### config.mk
export PLATFORM = sky130hd
export DESIGN_NAME = gen_fifo_rd_status
export DESIGN_NICKNAME = d
export VERILOG_FILES = /design/src/rtl/gen_fifo_rd_status_pkg.sv /design/src/rtl/gen_fifo_rd_status_ptr_sync.sv /design/src/rtl/gen_fifo_rd_status.sv
export SDC_FILE = /design/constraint.sdc
export NUM_CORES = 1
export LEC_CHECK = 0
export ABC_AREA = 1
export BUFFER_PORTS_ARGS = -buffer_cell sky130_fd_sc_hd__buf_2
export CORE_ASPECT_RATIO = 0.7
export CORE_MARGIN = 5
export CORE_UTILIZATION = 31
export CTS_CLUSTER_SIZE = 14
export DETAILED_ROUTE_END_ITERATION = 10
export GPL_ROUTABILITY_DRIVEN = 0
export SLEW_MARGIN = 20
export SYNTH_ARGS = -nofsm -noshare
export SYNTH_HDL_FRONTEND = slang
export SYNTH_SLANG_ARGS = --single-unit
### constraint.sdc
create_clock -name clk -period 5.42 [get_ports clk]
set_input_delay 1.084 -clock clk [delete_from_list [all_inputs] [get_ports clk]]
set_output_delay 1.084 -clock clk [all_outputs]
set_load 0.01 [all_outputs]
### src/rtl/gen_fifo_rd_status_pkg.sv
// ----------------------------------------------------------------------------
// gen_fifo_rd_status_pkg
// Shared helpers for the async FIFO pointer logic. The read-side status block
// and the write-side full-flag block both use these.
//   ptr_width() : pointer width for a given address width (one extra wrap bit)
//   gray2bin()  : gray to binary conversion, width-agnostic (see below)
//   bin2gray()  : binary to gray conversion, width-agnostic
// ----------------------------------------------------------------------------
package gen_fifo_rd_status_pkg;

    // Widest pointer the helpers handle. Narrower pointers are zero-extended
    // on the way in and truncated on the way out. Zero bits above the MSB do
    // not change the XOR prefix, so the result is exact for any width.
    localparam int GRAY_MAX_W = 32;

    function automatic int ptr_width(input int addr_width);
        return addr_width + 1;
    endfunction

    // Binary bit i is the XOR of gray bits [MSB:i].
    function automatic logic [GRAY_MAX_W-1:0] gray2bin(input logic [GRAY_MAX_W-1:0] gray);
        logic [GRAY_MAX_W-1:0] bin;
        bin[GRAY_MAX_W-1] = gray[GRAY_MAX_W-1];
        for (int i = GRAY_MAX_W - 2; i >= 0; i--) begin
            bin[i] = bin[i+1] ^ gray[i];
        end
        return bin;
    endfunction

    function automatic logic [GRAY_MAX_W-1:0] bin2gray(input logic [GRAY_MAX_W-1:0] bin);
        return bin ^ (bin >> 1);
    endfunction

endpackage

### src/rtl/gen_fifo_rd_status_ptr_sync.sv
// ----------------------------------------------------------------------------
// gen_ptr_sync
// Multi-bit flop-chain synchroniser for a gray-coded pointer. Only a gray
// vector may pass through here: at most one bit changes per source update,
// so the sampled value is always either the old or the new pointer.
//   clk     : destination clock
//   reset_n : asynchronous active-low reset (all stages cleared)
//   d       : gray pointer from the foreign clock domain
//   q       : synchronised gray pointer (last stage)
// ----------------------------------------------------------------------------
module gen_ptr_sync #(
    parameter int WIDTH  = 5,
    parameter int STAGES = 2
) (
    input  logic             clk,
    input  logic             reset_n,
    input  logic [WIDTH-1:0] d,
    output logic [WIDTH-1:0] q
);

    logic [WIDTH-1:0] sync_q [STAGES];

    always_ff @(posedge clk or negedge reset_n) begin
        if (!reset_n) begin
            for (int i = 0; i < STAGES; i++) begin
                sync_q[i] <= '0;
            end
        end else begin
            sync_q[0] <= d;
            for (int i = 1; i < STAGES; i++) begin
                sync_q[i] <= sync_q[i-1];
            end
        end
    end

    assign q = sync_q[STAGES-1];

endmodule

### src/rtl/gen_fifo_rd_status.sv
// ----------------------------------------------------------------------------
// gen_fifo_rd_status
// Read-domain status stage of the async FIFO, downstream of the read-side
// gray pointer counter. Synchronises the write pointer, derives empty /
// almost_empty / fill level, gates pops, and supplies the flush load value.
//   clk           : read-domain clock
//   reset_n       : asynchronous active-low reset
//   wr_ptr_gray   : write pointer (gray), asynchronous to clk
//   rd_ptr_gray   : local read pointer (gray) from the read counter
//   rd_req        : consumer pop request
//   flush         : single-cycle flush request
//   rd_en         : pop accepted; drives the read counter enable
//   rd_addr       : RAM read address (binary read pointer LSBs)
//   flush_ptr_bin : binary synced write pointer; counter loads it on flush
//   empty         : FIFO empty (combinational)
//   almost_empty  : level <= AE_THRESH (registered)
//   rd_level      : fill level (registered)
//   ptr_err       : sticky, level ever exceeded the FIFO depth
// ----------------------------------------------------------------------------
module gen_fifo_rd_status
    import gen_fifo_rd_status_pkg::*;
#(
    parameter  int ADDR_WIDTH  = 4,
    parameter  int SYNC_STAGES = 2,
    parameter  int AE_THRESH   = 1,
    localparam int PTR_WIDTH   = ptr_width(ADDR_WIDTH)
) (
    input  logic                  clk,
    input  logic                  reset_n,
    input  logic [PTR_WIDTH-1:0]  wr_ptr_gray,
    input  logic [PTR_WIDTH-1:0]  rd_ptr_gray,
    input  logic                  rd_req,
    input  logic                  flush,
    output logic                  rd_en,
    output logic [ADDR_WIDTH-1:0] rd_addr,
    output logic [PTR_WIDTH-1:0]  flush_ptr_bin,
    output logic                  empty,
    output logic                  almost_empty,
    output logic [PTR_WIDTH-1:0]  rd_level,
    output logic                  ptr_err
);

    localparam logic [PTR_WIDTH-1:0] DEPTH    = PTR_WIDTH'(1) << ADDR_WIDTH;
    localparam logic [PTR_WIDTH-1:0] AE_LIMIT = PTR_WIDTH'(AE_THRESH);

    logic [PTR_WIDTH-1:0] wr_sync;
    logic [PTR_WIDTH-1:0] wr_bin;
    logic [PTR_WIDTH-1:0] rd_bin;
    logic [PTR_WIDTH-1:0] level_c;
    logic                 ae_c;

    // ---- stage p0: write pointer crosses into the read clock (gray only) ----
    gen_ptr_sync #(
        .WIDTH  (PTR_WIDTH),
        .STAGES (SYNC_STAGES)
    ) u_wr_sync (
        .clk     (clk),
        .reset_n (reset_n),
        .d       (wr_ptr_gray),
        .q       (wr_sync)
    );

    // ---- stage p1: combinational status from flop outputs ----
    assign wr_bin  = PTR_WIDTH'(gray2bin(GRAY_MAX_W'(wr_sync)));
    assign rd_bin  = PTR_WIDTH'(gray2bin(GRAY_MAX_W'(rd_ptr_gray)));

    // Modular subtraction absorbs the wrap of the extra pointer bit.
    assign level_c = wr_bin - rd_bin;
    assign ae_c    = (level_c <= AE_LIMIT);

    // Comparing gray codes directly avoids waiting on the conversion chain.
    assign empty         = (wr_sync == rd_ptr_gray);
    assign rd_en         = rd_req & ~empty & ~flush;
    assign rd_addr       = rd_bin[ADDR_WIDTH-1:0];
    assign flush_ptr_bin = wr_bin;

    // ---- stage p2: registered level / almost_empty / error ----
    // During flush the counter jumps to the write pointer, so the level after
    // that edge is zero regardless of what level_c shows this cycle.
    always_ff @(posedge clk or negedge reset_n) begin
        if (!reset_n) begin
            rd_level     <= '0;
            almost_empty <= 1'b1;
            ptr_err      <= 1'b0;
        end else begin
            if (flush) begin
                rd_level     <= '0;
                almost_empty <= 1'b1;
            end else begin
                rd_level     <= level_c;
                almost_empty <= ae_c;
            end
            if (level_c > DEPTH) begin
                ptr_err <= 1'b1;
            end
        end
    end

endmodule

Word-level counts from Yosys, hierarchy flattened
Index checks and enable logic that the tools add are counted.
- output and inout port bits: 18
- word-level logic and storage cells: 23
- register bits: 17
- bits of input ports: 14
- bitwise operators: 12
- $lt $le $gt $ge: 2
- mux-type cells: 2
- equal/unequal tests: 1
- add/sub/neg operators: 1
- operators with widths (operator ; count):
    1-bit XOR ; 8
    5-bit == test ; 1
    5-bit > comparator (second input constant) ; 1
    5-bit by 1-bit <= comparator with 1-bit output (second input constant) ; 1
    5-bit two-way mux ; 1
    5-bit subtractor ; 1
    1-bit bitwise AND ; 2
    1-bit NOT ; 2
    1-bit two-way mux ; 1

Longest topological paths before layout
Gate-level depths: netlist of run 1.
- word-level depth: 7
- depth in mapped cells: 19

Hierarchy
A second synthesis of run 1 with hierarchy kept.
- cell total of the unflattened synthesis: 120
- area total of the unflattened synthesis: 996.0 um^2
- modules (own cells, without submodules) (module ; sequential area each (um^2) ; area each (um^2) ; instances ; cells an instance):
    gen_fifo_rd_status ; 176.4 ; 708.2 ; 1 ; 105
    gen_ptr_sync ; 250.2 ; 287.8 ; 1 ; 15

Worst setup path before layout of run 1
OpenSTA, ideal clock, no wires.
- path kind: in2out
- start: input port rd_ptr_gray[4]
- end: output port rd_en
- path buffers: 0
- stages on the path: 3
- data arrival time: 1.894 ns
- setup slack: 2.442 ns
- cell sequence: xor2_1 nor4_1 nor2_1
- longest elaborated chain between the ends: 4
- ends and longest elaborated chain (what ; RTL line ; RTL):
    from (decl) ; gen_fifo_rd_status.sv:31 ; input logic [PTR_WIDTH-1:0] rd_ptr_gray,
    5-bit == test ; gen_fifo_rd_status.sv:72 ; assign empty = (wr_sync == rd_ptr_gray);
    named net empty ; gen_fifo_rd_status.sv:37 ; output logic empty,
    1-bit NOT ; gen_fifo_rd_status.sv:73 ; assign rd_en = rd_req & ~empty & ~flush;
    1-bit bitwise AND (2 in a row) ; gen_fifo_rd_status.sv:73 ;
    to (decl) ; gen_fifo_rd_status.sv:34 ; output logic rd_en,
The timed path passes the listed nets, and every way through them passes these cells.

Final worst setup path of run 1
- start: input port rd_ptr_gray[3]
- end: output port rd_addr[0]
- longest elaborated chain between the ends: 4
- ends and longest elaborated chain (what ; RTL line ; RTL):
    1-bit XOR (4 in a row) ; gen_fifo_rd_status_pkg.sv:25 ; bin[i] = bin[i+1] ^ gray[i];
    to (decl) ; gen_fifo_rd_status.sv:35 ; output logic [ADDR_WIDTH-1:0] rd_addr,
No other way between the ends.

==> impl_metrics.ini, run 1 <==
[worst_hold_path]
min_path_cells = 0
min-delay-start = u_wr_sync.sync_q[5]
min_path_type = reg -> reg
hold-path-endpoint = u_wr_sync.q[0]

[finish]
multi_input_area_um2 = 472
fillers = 309
n_antenna_cell = 0
syn_to_final_growth_pct = 24.8
fin_area_um2 = 1230
seq_area_um2 = 427
drive_gt1_frac = 0.400
fin_nets = 168

[route]
routed_wl_mm = 1.90
ant_nets = 0
dr.first_iter.drc_count = 27
drtPass1Iterations = 4
remaining_drc_errors = 0
drt-vias-per-instance = 4.19
routedWlPerCell_um = 10.1
via_count = 788

[synth]
synth_edf_count = 0
netlist_area_um2 = 983
syn_area_per_cell_um2 = 8.48
ys_warn_count = 0
yosysMostFrequentCell = nand2_1
ys_seq_area_frac = 0.434
synthCells = 116
synth_area_leaders = dfrtp_1 41%, nand2_1 12%, inv_1 5.7%
synthArstFlopShare = 1.00
netlist.area_leader.share = 0.407
ys_ff_latch = 17
syn_nets = 133
synth_flop_cell = dfrtp_1
synth.distinct_cells = 20
synth_top_area_cell = dfrtp_1
synth_common_cells = 32 x nand2_1, 16 x dfrtp_1, 15 x inv_1, 8 x nor2_1, 7 x nand2_2

[placement]
dp_hpwl_mm = 1.66
numPortBuffers = 31
dpl_worst_slack_ps = 2100
placed_area_um2 = 1180

[timing]
fin_crit_ps = 3300
fin_crit_sh = 0.608
worst_slack_ps = 2120
worst_pin_slew_ps = 369
skew_ps = 1.24
hold_violations = 0
slew_viol_final = 0
maxClockFrequency_mhz = 303
slew_headroom = 0.754
rsz0062_at_grt = no
fin_setup_tns_ps = 0
finalSetupViolations = 0

[setup_path]
critPathRequiredTime_ps = 4340
crit_fanout = 4
crit_type = in -> out
cp-end-kind = output port
rr_endpoint = ptr_err
cp_slowest_stage_delay_ps = 270
start_kind = primary input
reg2reg_from = u_wr_sync.q[4]
critPathLaunch = rd_ptr_gray[3]
worstPathArrival_ps = 2210
reg2reg_depth = 15
cp_cell_sequence = buf_2 -> inv_1 -> nand2_1 -> nand3_2 -> nand2_4 -> xor2_2 -> xor2_1 -> inv_1 -> buf_2
crit_path_top_delay_cell = xor2_2
r2r_slack_ps = 2890

[floorplanning]
die_x_um = 77.3
rows = 17
dieHeight_um = 57.1
initial_utilization = 0.317
die_area_um2 = 4420
core_um2 = 3110
num_io_pins = 32

[clock_tree]
numClockSinks = 17
htree_levels = 1
cts_tree = yes
ctsHoldBuffers = 0
clock_latency_ps = 250
clockRootBuffer = clkbuf_8
cts.clk_slew.worst_paths_ps = 60
numCtsBuffers = 3
cts_resized = 0
cts_buffer_depth = 2
post_cts_buffers = 0

[global_route]
grt_max_degree = 18
grt-ovfl-total = 0
grt_pass1_wl_mm = 3.26
antenna_found_initial = 0
grt_pass1_vias = 758
grt_use_total = 0.0912

[power]
vdd_drop_max_mv = 0.136
p_per_area_nw_per_um2 = 296
fin_total_pwr_mw = 0.364
p_leak_nw = 0.706

[job]
drv_cap = 0

[outcome]
status = finished clean
cells by family after synthesis:
family	Yosys count	share of synthesized area
AO/OA/AOI/OAI	2	0.0102
XOR/XNOR	7	0.0776
adder cells (fa/ha/maj)	3	0.0458
buffers and inverters	21	0.0865
flip-flops	17	0.434
AND/OR/NAND/NOR	66	0.346
report_power, final:
group | switching (mW) | internal [mW]
clock | 0.0421 | 0.0516
sequential | 0.00438 | 0.139
combinational | 0.0786 | 0.0477
total | 0.125 | 0.239
sequential cells by signal, summed over array words and instances (netlist names):
| register | count |
|---|---|
| rd_level | 5 |
| u_wr_sync.q | 5 |
| u_wr_sync.sync_q | 5 |
| almost_empty | 1 |
| ptr_err | 1 |
per-layer routing:
metal	global-route usage	routed length (um)
met5	0	0
met4	0.0221	7
met3	0.0347	87
met2	0.157	976
met1	0.108	831
worst max-delay path by stage:
| stage | to | slack (ps) | cells past startpoint |
|---|---|---|---|
| final | rd_addr[0] | 2120 | 9 |
| after global routing | rd_addr[0] | 2030 | 9 |
| after CTS | rd_addr[0] | 2100 | 9 |
| after detailed placement | rd_addr[0] | 2100 | 9 |
| after global placement | rd_addr[0] | 2170 | 9 |
| after floorplan | rd_en | 2440 | 3 |
area by class of cell:
class | instances | share of cell area
multi-input cells | 78 | 0.384
flip-flops and latches | 17 | 0.348
well taps | 38 | 0.0387
inverters | 20 | 0.0632
repair buffers | 31 | 0.126
clock buffers | 3 | 0.0336
clock inverters | 1 | 0.00612
metrics by stage:
stage	utilization	cells	hold slack (ps)
5_1_grt	0.395	188	365
3_3_place_gp	0.380	184	331
4_1_cts	0.395	188	352
2_1_floorplan	-	116	331
3_5_place_dp	0.380	184	336
6_report	0.395	188	347
cells in the final DEF, fill, tap and decap left out, drive strengths merged:
cell / netlist / layout
a21oi: 2 / 2
nor4: 1 / 1
buf: 1 / 31
nor2: 10 / 10
nand4: 2 / 2
xor2: 7 / 7
nand2: 43 / 43
clkbuf: 0 / 3
fa: 1 / 1
dfrtp: 16 / 16
nand3: 10 / 10
inv: 20 / 20
dfstp: 1 / 1
clkinvlp: 0 / 1
ha: 2 / 2
worst max-delay path, delay by kind of cell:
family	cells	cell delay [ps]
buf+inv	4	390
xor+xnor	2	440
simple gates	3	320
Note: power is estimated with default switching activity, not from simulation.
==> run 2, diff against run 1 <==
==> constraint.sdc (replaced) <==
create_clock -name clk -period 3.4 [get_ports clk]
set_input_delay 0.68 -clock clk [delete_from_list [all_inputs] [get_ports clk]]
set_output_delay 0.68 -clock clk [all_outputs]
set_load 0.01 [all_outputs]
==> run 2 against run 1 <==
Effect of this change: combinational power grew 61%; core utilization unchanged; final cell count unchanged; critical path type is now in -> reg.
==> impl_metrics.ini, run 2 (synthesized netlist as in run 1, its figures left out) <==
[outcome]
status = finished clean

[clock_tree]
clock_latency_ps = 250
htree_levels = 1
cts.clk_slew.worst_paths_ps = 70
numCtsBuffers = 3
clockRootBuffer = clkbuf_8
post_cts_buffers = 0
ctsHoldBuffers = 0
cts_tree = yes
cts_buffer_depth = 2
numClockSinks = 17
cts_resized = 0

[setup_path]
reg2reg_from = u_wr_sync.q[3]
start_kind = primary input
crit_fanout = 4
crit_type = in -> reg
rr_endpoint = ptr_err
r2r_slack_ps = 860
cp-end-kind = flip-flop
worstPathArrival_ps = 2690
critPathRequiredTime_ps = 3540
reg2reg_depth = 15

[route]
via_count = 802
ant_nets = 0
drtPass1Iterations = 4
dr.first_iter.drc_count = 48
routedWlPerCell_um = 10.8
routed_wl_mm = 2.04
remaining_drc_errors = 0
drt-vias-per-instance = 4.27

[global_route]
grt_pass1_vias = 780
grt-ovfl-total = 0
grt_pass1_wl_mm = 3.35
grt_use_total = 0.0949
antenna_found_initial = 0
grt_max_degree = 18

[timing]
hold_violations = 0
worst_pin_slew_ps = 375
slew_headroom = 0.749
fin_crit_sh = 0.750
fin_setup_tns_ps = 0
finalSetupViolations = 0
slew_viol_final = 0
maxClockFrequency_mhz = 392
worst_slack_ps = 850
rsz0062_at_grt = no
skew_ps = 2.98
fin_crit_ps = 2550

[job]
drv_cap = 0

[power]
fin_total_pwr_mw = 0.585
vdd_drop_max_mv = 0.233
p_leak_nw = 0.706
p_per_area_nw_per_um2 = 476

[placement]
dp_hpwl_mm = 1.73
numPortBuffers = 31
dp_cells = 184
dpl_worst_slack_ps = 599

[worst_hold_path]
min_path_type = in -> async

[finish]
final_common_cell = nand2_1
drive_gt1_frac = 0.400
layout.cells.non_filler = 188
n_antenna_cell = 0
mostFrequentLayoutCells = 32 x nand2_1, 31 x buf_2, 16 x dfrtp_1
syn_to_final_growth_pct = 24.8
fin_nets = 168

[floorplanning]
die_x_um = 77.3
num_io_pins = 32
rows = 17
die_area_um2 = 4420
core_um2 = 3110
dieHeight_um = 57.1
initial_utilization = 0.317
-- run 2: worst max path at each step --
stage / from / to / slack (ps) / depth (start not counted)
floorplan: rd_ptr_gray[3] / ptr_err / 860 / 14
global placement: rd_ptr_gray[3] / ptr_err / 620 / 15
detailed placement: rd_ptr_gray[3] / ptr_err / 600 / 15
CTS: u_wr_sync.q[4] / ptr_err / 810 / 15
global route: u_wr_sync.q[4] / ptr_err / 640 / 15
finish: rd_ptr_gray[3] / ptr_err / 850 / 17
-- run 2: worst max-delay path, stage by stage --
cell and delay (ps):
buf_2 110, inv_1 70, nand2_1 90, nand3_2 100, nand2_4 120, xor2_2 260
xor2_1 100, inv_1 90, ha_1 140, inv_1 60, fa_1 430, nand3_2 120
nand2_1 70, nand3_1 80, nand2_1 60, nand2_1 60, nand2_1 50
-- run 2: power breakdown --
group	switching, mW	internal, mW
logic	0.126	0.0765
clock network	0.0698	0.0824
registers	0.00725	0.222
-- run 2: layout make-up --
type	count	area [um2]
clock buffers	3	41.3
clock inverters	1	7.51
fillers	312	1880
inverters	20	77.6
multi-input cells	78	472
flip-flops and latches	17	427
well taps	38	47.5
repair buffers	31	155
-- run 2: per-stage QoR --
| stage | cell area, um2 | hold slack, ps | utilization |
|---|---|---|---|
| after global placement | 1180 | 332 | 0.380 |
| after floorplan | 983 | 331 | - |
| after detailed placement | 1180 | 336 | 0.380 |
| final | 1230 | 336 | 0.395 |
| after CTS | 1230 | 339 | 0.395 |
| after global routing | 1230 | 359 | 0.395 |
-- run 2: per-layer routing --
metal	GRT usage	routed length, um	vias to the layer above
li1	-	-	413
met5	0	0	-
met4	0.0319	18	0
met2	0.168	1040	18
met1	0.106	878	369
met3	0.0347	103	2
==> run 3, diff against run 2 <==
==> constraint.sdc (replaced) <==
create_clock -name clk -period 2.1 [get_ports clk]
set_input_delay 0.42 -clock clk [delete_from_list [all_inputs] [get_ports clk]]
set_output_delay 0.42 -clock clk [all_outputs]
set_load 0.01 [all_outputs]
==> run 3 against run 2 <==
Effect of this change: the run now ends with negative setup slack left; power increased by 88%; hold slack got worse by 260 ps; clock power increased by 60%; first-iteration DRC count decreased by 58%; via count increased by 13%; global-route usage increased by 1.3 points; die area unchanged; worst setup slack got worse by 1000 ps; flip-flop and latch count unchanged; clock skew decreased by 1.6 ps; cell area increased by 23%; critical path type is now reg -> reg; largest power group is now combinational logic.
==> impl_metrics.ini, run 3 (synthesized netlist as in run 1, its figures left out) <==
[outcome]
status = finished with violations
violations = negative setup slack

[timing]
maxClockFrequency_mhz = 438
worst_slack_ps = -186
rsz0062_at_grt = yes
finalSetupViolations = 5
fin_crit_sh = 1.09
hold_violations = 0
fin_setup_tns_ps = -617
worst_pin_slew_ps = 489
fin_crit_ps = 2290
skew_ps = 1.36
slew_viol_final = 0
slew_headroom = 0.673

[global_route]
grt_use_total = 0.108
grt_pass1_wl_mm = 3.93
grt_pass1_vias = 894
grt-ovfl-total = 0
antenna_found_initial = 0
grt_max_degree = 18

[route]
routed_wl_mm = 2.26
via_count = 905
ant_nets = 0
remaining_drc_errors = 0
routedWlPerCell_um = 10.7
dr.first_iter.drc_count = 20
drt-vias-per-instance = 4.27
drtPass1Iterations = 4

[setup_path]
critPathRequiredTime_ps = 2240
cp-end-kind = flip-flop
start_kind = flip-flop
worstPathArrival_ps = 2430
crit_type = reg -> reg
crit_fanout = 3

[floorplanning]
die_x_um = 77.3
num_io_pins = 32
core_um2 = 3110
dieHeight_um = 57.1
die_area_um2 = 4420
initial_utilization = 0.317
rows = 17

[clock_tree]
clockRootBuffer = clkbuf_8
cts_tree = yes
cts.clk_slew.worst_paths_ps = 70
clock_latency_ps = 250
numCtsBuffers = 3
ctsHoldBuffers = 0
htree_levels = 1
cts_buffer_depth = 2
numClockSinks = 17

[power]
p_per_area_nw_per_um2 = 729
p_leak_nw = 0.835
vdd_drop_max_mv = 0.404

[finish]
postLayoutCoreUtil = 0.485
fin_nets = 192
mostFrequentLayoutCells = 30 x buf_2, 29 x nand2_1, 22 x buf_4
final_common_cell = buf_2
drive_gt1_frac = 0.575
n_antenna_cell = 0
fin_area_um2 = 1510
syn_to_final_growth_pct = 53.1

[placement]
placed_area_um2 = 1330
dp_hpwl_mm = 1.82
numPortBuffers = 31

[worst_hold_path]
min_path_type = in -> async

[job]
drv_cap = 0
run 3: changes by cell type in the layout (fill, tap and decap cells not counted), moves of 2 or more:
cell     delta
buf_6       +3
nand2_2     +2
inv_2       +3
nand3_1     -2
nand2_1     -3
nor2_2      +3
inv_1       -3
nor2_1      -4
buf_4      +22
run 3: final cells by class:
class / count / area, um2
well taps: 38 / 47.5
multi-input cells: 78 / 556
inverters: 20 / 77.6
fillers: 299 / 1600
repair buffers: 55 / 349
clock buffers: 3 / 41.3
flip-flops and latches: 17 / 427
clock inverters: 1 / 7.51
run 3: routing by layer:
layer,vias up,track usage,wire length [um]
met1,414,0.140,980
li1,466,-,-
met4,0,0.0221,12
met5,-,0,0
met2,23,0.181,1150
met3,2,0.0315,116
run 3: where the power goes:
part	internal (mW)	total [mW]	switching, mW	leakage (nW)
Clock	0.133	0.243	0.110	0.0217
Sequential	0.360	0.372	0.0124	0.200
Combinational	0.224	0.482	0.258	0.614
run 3: critical path, cell delays in order (launching register included):
cell and delay (ps):
dfrtp_1 410, inv_2 70, nand2_2 70, nand2_2 70
nand2_2 60, nand2_4 100, xor2_4 180, xor2_2 160
inv_1 70, ha_2 170, inv_2 60, fa_2 460
nor2_2 110, nand3_1 70, nand2_1 60, nand2_1 50
run 3: worst paths after layout:
check,startpoint,slack (ps),cells after the start,endpoint
hold reg to reg,u_wr_sync.sync_q[5],350,0,u_wr_sync.q[0]
setup reg to reg,u_wr_sync.q[4],-190,15,ptr_err
max in group asynchronous,reset_n,1720,1,almost_empty
min in group clk,wr_ptr_gray[4],270,1,u_wr_sync.sync_q[9]
hold / removal,reset_n,70,1,rd_level[2]
setup / recovery,u_wr_sync.q[4],-190,15,ptr_err
run 3: timing repair:
action | CTS | global route
resized for setup | 8 | 13
pin swaps | 16 | 8
buffers inserted | 3 | 4
setup endpoints to repair | 7 | 8
endpoints found under the hold margin | 0 | 0
run 3: metrics by stage:
stage               hold WS, ps  total power, mW  instances  setup slack, ps
global route                103             1.18        212             -342
finish                     72.9             1.10        212             -186
detailed placement          339            0.775        201             -319
CTS                        84.4             1.05        208             -170
global placement            332            0.770        201             -267
floorplan                   124            0.611        116             -282
